<file path="src/rtl/turbo_pkt_dispatch.sv">
// Ready-aware round-robin packet dispatcher: fans fixed-length bus packets out
// to NUM_CH decoder lanes, locking one lane for the whole packet.
module turbo_pkt_dispatch #(
    parameter int BUS     = 534,
    parameter int NUM_CH  = 4,
    parameter int PKT_LEN = 25,
    parameter int CH_W    = 4,
    parameter int CNT_W   = 9
) (
    input  logic              clk_bus,
    input  logic              rst,
    input  logic [BUS-1:0]    bus_data,
    input  logic              bus_en,
    output logic              bus_ready,
    input  logic [NUM_CH-1:0] ch_mask,
    input  logic [NUM_CH-1:0] ch_ready,
    output logic [BUS-1:0]    ch_data,
    output logic [NUM_CH-1:0] ch_en,
    output logic [CH_W-1:0]   cur_ch,
    output logic              busy,
    output logic [NUM_CH-1:0] pkt_done,
    output logic              err_drop
);

    // Handshake: bus_ready is a registered hint; any bus_en while LOCKED is a
    // word transfer (lane FIFOs absorb the one-cycle skew), bus_en while IDLE
    // is a dropped word that sets err_drop. busy mirrors the FSM state.
    typedef enum logic {IDLE = 1'b0, LOCKED = 1'b1} state_t;

    state_t             state, state_nxt;
    logic [CNT_W-1:0]   cnt, cnt_nxt;
    logic [CH_W-1:0]    ptr, ptr_nxt;
    logic [CH_W-1:0]    cur_nxt, sel, off;
    logic [CH_W:0]      sum;
    logic [NUM_CH-1:0]  avail, rot, cur_oh;
    logic [NUM_CH-1:0]  en_nxt, done_nxt;
    logic [BUS-1:0]     data_nxt;
    logic               found, cur_rdy, last, ready_nxt, err_nxt;

    assign avail   = ch_mask & ch_ready;
    assign cur_rdy = |(cur_oh & ch_ready);
    assign last    = (state == LOCKED) && bus_en && (cnt == CNT_W'(PKT_LEN - 1));
    assign busy    = (state == LOCKED);

    // Rotate availability so bit 0 is the pointer lane, then take the lowest hit.
    always_comb begin
        rot   = NUM_CH'({avail, avail} >> ptr);
        found = 1'b0;
        off   = '0;
        for (int i = NUM_CH - 1; i >= 0; i--) begin
            if (rot[i]) begin
                found = 1'b1;
                off   = CH_W'(i);
            end
        end
        sum = {1'b0, ptr} + {1'b0, off};
        if (sum >= (CH_W + 1)'(NUM_CH)) sum = sum - (CH_W + 1)'(NUM_CH);
        sel = sum[CH_W-1:0];
    end

    always_comb begin
        cur_oh = '0;
        for (int i = 0; i < NUM_CH; i++) cur_oh[i] = (cur_ch == CH_W'(i));
    end

    always_ff @(posedge clk_bus) begin
        if (rst) begin
            state     <= IDLE;
            cnt       <= '0;
            ptr       <= '0;
            bus_ready <= 1'b0;
            ch_data   <= '0;
            ch_en     <= '0;
            cur_ch    <= '0;
            pkt_done  <= '0;
            err_drop  <= 1'b0;
        end else begin
            state     <= state_nxt;
            cnt       <= cnt_nxt;
            ptr       <= ptr_nxt;
            bus_ready <= ready_nxt;
            ch_data   <= data_nxt;
            ch_en     <= en_nxt;
            cur_ch    <= cur_nxt;
            pkt_done  <= done_nxt;
            err_drop  <= err_nxt;
        end
    end

    always_comb begin
        state_nxt = state;
        case (state)
            IDLE:    if (found) state_nxt = LOCKED;
            LOCKED:  if (last) state_nxt = IDLE;
            default: state_nxt = IDLE;
        endcase
    end

    always_comb begin
        ready_nxt = 1'b0;
        data_nxt  = ch_data;
        en_nxt    = '0;
        done_nxt  = '0;
        cur_nxt   = cur_ch;
        cnt_nxt   = cnt;
        ptr_nxt   = ptr;
        err_nxt   = err_drop;
        if (state == IDLE) begin
            err_nxt = err_drop | bus_en;
            if (found) begin
                cur_nxt   = sel;
                ready_nxt = 1'b1;
                cnt_nxt   = '0;
            end
        end else begin
            ready_nxt = cur_rdy & ~last;
            if (bus_en) begin
                data_nxt = bus_data;
                en_nxt   = cur_oh;
                cnt_nxt  = last ? '0 : cnt + 1'b1;
            end
            // Next packet search starts just after the lane that finished.
            if (last) begin
                done_nxt = cur_oh;
                ptr_nxt  = (cur_ch == CH_W'(NUM_CH - 1)) ? '0 : cur_ch + 1'b1;
            end
        end
    end

endmodule

</file>
<file path="config.mk">
export PLATFORM = sky130hd
export DESIGN_NAME = turbo_pkt_dispatch
export DESIGN_NICKNAME = d
export VERILOG_FILES = /design/src/rtl/turbo_pkt_dispatch.sv
export SDC_FILE = /design/constraint.sdc
export NUM_CORES = 1
export LEC_CHECK = 0
export CAP_MARGIN = 20
export CORE_AREA = 2 2 432 434
export CTS_CLUSTER_DIAMETER = 60
export DETAILED_ROUTE_END_ITERATION = 8
export DIE_AREA = 0 0 434 436
export PLACE_DENSITY_LB_ADDON = 0.2
export SYNTH_ARGS = -nofsm -noshare
export SYNTH_HDL_FRONTEND = slang
export SYNTH_SLANG_ARGS = --single-unit
</file>
<file path="constraint.sdc">
create_clock -name clk_bus -period 2.6 [get_ports clk_bus]
set_input_delay 0.52 -clock clk_bus [delete_from_list [all_inputs] [get_ports clk_bus]]
set_output_delay 0.52 -clock clk_bus [all_outputs]
set_load 0.05 [all_outputs]
</file>
==> reports/metrics.json <==
{
  "hold_path.startpoint": "rst",
  "yosys_warnings": 0,
  "detailed_place.area_um2": 33900,
  "worstHoldPathType": "input pin to flop",
  "cts_inserted_buffers": 85,
  "min_period_over_period": 0.980,
  "clock-root-buffer": "sky130_fd_sc_hd__clkbuf_16",
  "ant_nets": 0,
  "cellPowerDensity_nw_per_um2": 694,
  "r2r_end": "cur_ch[3]$_SDFFE_PP0P_",
  "grt.total_usage": 0.119,
  "synth.most_common_cell": "sky130_fd_sc_hd__nand2_1",
  "drtPass1Iterations": 5,
  "max_cap_viol_count": 0,
  "grt_pass1_wl_um": 161000,
  "h-tree-depth": 3,
  "slew_headroom": 0.387,
  "area_overhead_of_the_layout_relative_to_synthesis_pct": 86.6,
  "placed_cells_incl_taps": 5967,
  "worstSetupPathType": "flop to flop",
  "synth.area.top_cells": "sky130_fd_sc_hd__dfxtp_1 (57%), sky130_fd_sc_hd__nand2_1 (21%), sky130_fd_sc_hd__a21oi_1 (14%)",
  "insertion_delay_ns": 0.70,
  "cts_hold_repair.buffers": 0,
  "die-area_um2": 189000,
  "endpoint_of_the_worst_hold_timing_path": "ch_data[299]$_SDFFE_PP0P_",
  "timing.final.crit_period_ns": 2.55,
  "initial_core_util": 0.107,
  "dr.first_iter.drc_count": 1000,
  "synth.yosys.seq_area_share": 0.572,
  "number_of_flops_mapped_to_enable_cells_by_yosys": 0,
  "dp_hpwl_um": 90600,
  "grt_start_max_net_pins": 101,
  "final.fill_count": 20693,
  "synth_async_sr_flop_share": 0,
  "vdd_drop_max_uv": 435,
  "remaining_drc_errors": 0,
  "critPathRequiredTime_ns": 3.17,
  "power.leakage_uw": 0.0127,
  "max_frequency_ghz": 0.392,
  "syn-mean-instance-area_um2": 7.88,
  "finalNonFillerCells": 6129,
  "antenna_found_initial": 8,
  "worst_case_register_to_register_setup_slack_ns": 0.05,
  "count_of_final_hold_check_violations": 0,
  "layout-drive-gt1-share": 0.0676,
  "num_rows": 158,
  "rr_worst_depth": 15,
  "pin_slew_with_the_least_headroom_to_its_limit_ns": 0.919,
  "cp_data_arrival_time_ns": 3.12,
  "vertical_die_dimension_um": 436,
  "wire_length_per_cell_um": 19.2,
  "core_area_um2": 185000,
  "crit-reg2reg-launch": "ptr[0]$_SDFFE_PP0P_",
  "post_drt_via_cell_ratio": 3.38,
  "outcome": "finished clean",
  "first_global_vias": 20104,
  "pre_cts_slack_ns": -0.654,
  "ys_ff_latch": 562,
  "globalplace.congestion": 0.838,
  "hold-path-cell-count": 3,
  "syn_area_um2": 19700,
  "finClkSkew_ns": 0.0215,
  "postSynthCellCount": 2497,
  "globalRouteOverflowTotal": 0,
  "clk_transition_reported_paths_ns": 0.05,
  "final_wirelength_um": 118000,
  "rsz0062_at_grt": "yes",
  "post_synth_num_cell_types": 54,
  "synthFlopType": "sky130_fd_sc_hd__dfxtp_1",
  "final_setup_slack_of_the_worst_path_ns": 0.0519,
  "timing.critical_path.fanout_max": 4,
  "finalInstanceArea_um2": 36700,
  "crit_path_start_kind": "flop",
  "end_kind": "flop",
  "finalSetupViolCount": 0,
  "finalMaxSlewViolations": 0,
  "die-width_um": 434,
  "tritoncts": "built",
  "yosysTopAreaCell": "sky130_fd_sc_hd__dfxtp_1",
  "num_io_pins": 1094,
  "post-synth-top-area-fraction": 0.572,
  "final_util": 0.199,
  "synth.top_cells.by_count": "sky130_fd_sc_hd__nand2_1 (1,082), sky130_fd_sc_hd__dfxtp_1 (562), sky130_fd_sc_hd__a21oi_1 (545)",
  "port-buffer-count": 1093,
  "nNetsFinal": 4130,
  "dr_total_vias": 20746,
  "clock_tree.buffer_depth": 3,
  "syn_nets": 3052,
  "cts.sinks": 562
}
## report_power, final
| group | total (uW) | internal, uW | switching, uW |
|---|---|---|---|
| combinational | 4530 | 1730 | 2800 |
| clock | 11700 | 7010 | 4650 |
| sequential | 9250 | 9030 | 226 |
## cell type report
class,instances,area (um2),area share
inverter,15,56.3,0.00153
antenna,10,25.0,0.000682
clock buffer,120,2420,0.0660
sequential,562,11300,0.307
multi-input combinational,1739,7700,0.210
tap,2480,3100,0.0846
timing repair buffer,1172,11700,0.320
clock inverter,31,390,0.0106
## routing by layer
| layer | part of all wire | vias up | track usage |
|---|---|---|---|
| li1 | - | 10301 | - |
| met1 | 0.41 | 9796 | 0.142 |
| met2 | 0.48 | 535 | 0.199 |
| met3 | 0.085 | 114 | 0.0441 |
| met4 | 0.020 | 0 | 0.0337 |
| met5 | 0 | - | 0 |
## worst max-delay path, cell delays in order, from the launching register on
cell                        delay, ns
sky130_fd_sc_hd__dfxtp_2         0.35
sky130_fd_sc_hd__buf_4           0.11
sky130_fd_sc_hd__nand3b_1        0.14
sky130_fd_sc_hd__and2_4          0.16
sky130_fd_sc_hd__o221ai_1        0.13
sky130_fd_sc_hd__a21oi_2         0.17
sky130_fd_sc_hd__ha_2            0.20
sky130_fd_sc_hd__inv_2           0.04
sky130_fd_sc_hd__fa_2            0.34
sky130_fd_sc_hd__xor2_2          0.15
sky130_fd_sc_hd__inv_1           0.06
sky130_fd_sc_hd__ha_1            0.18
sky130_fd_sc_hd__nand3b_1        0.10
sky130_fd_sc_hd__o2111ai_1       0.11
sky130_fd_sc_hd__o2111ai_1       0.10
sky130_fd_sc_hd__a21oi_1         0.09
## through the flow
stage / TNS [ns] / hold WS, ns / power, uW
final: 0 / 0.337 / 25400
after global routing: -0.271 / 0.311 / 26500
after CTS: 0 / 0.256 / 26000
after detailed placement: -1.53 / 0.445 / 14000
after global placement: -1.63 / 0.440 / 14000
after floorplan: -0.0791 / 0.485 / 11700
## worst max path at each step
stage                     slack (ns)                      start                     end  cells after the start
after floorplan                -0.04                 ch_mask[2]  cur_ch[2]$_SDFFE_PP0P_                     14
after global placement         -0.69                 ch_mask[2]  cur_ch[2]$_SDFFE_PP0P_                     15
after detailed placement       -0.65                 ch_mask[2]  cur_ch[3]$_SDFFE_PP0P_                     15
after CTS                     0.0009  ch_data[530]$_SDFFE_PP0P_            ch_data[530]                      1
after global routing           -0.16        ptr[0]$_SDFFE_PP0P_  cur_ch[3]$_SDFFE_PP0P_                     14
final                           0.05        ptr[0]$_SDFFE_PP0P_  cur_ch[3]$_SDFFE_PP0P_                     15
## kinds of logic after synthesis
kind of cell	count (synthesis)	share of synthesized area
and+or+nand+nor	1145	0.227
AOI/OAI and AO/OA	579	0.153
DFF	562	0.572
buffers and inverters	196	0.0386
adders and majority gates	10	0.00674
xor gates and xnor gates	3	0.00134
muxes	2	0.00108
## cells in the final DEF (no fill, tap or decap), drive strengths merged, types with 10 or more instances in the layout
cell,instances
nand2,1082
clkdlybuf4s50,1047
dfxtp,562
a21oi,545
clkbuf,120
buf,91
dlygate4sd2,32
inv,23
clkinv,11
diode,10
nand3,10
## state kept, by name, summed over array words and instances, names as in the netlist
name,flops
cur_ch,4
pkt_done,4
busy,1
ch_data,534
ptr,4
cnt,9
err_drop,1
ch_en,4
bus_ready,1
## repair_timing
item,4_1_cts,5_1_grt
endpoints found under the hold margin,0,0
pin swaps,0,3
endpoints found under the setup margin,34,4
gates resized for setup,34,7
setup buffers,0,1
Power figures use the tool's default switching activity.
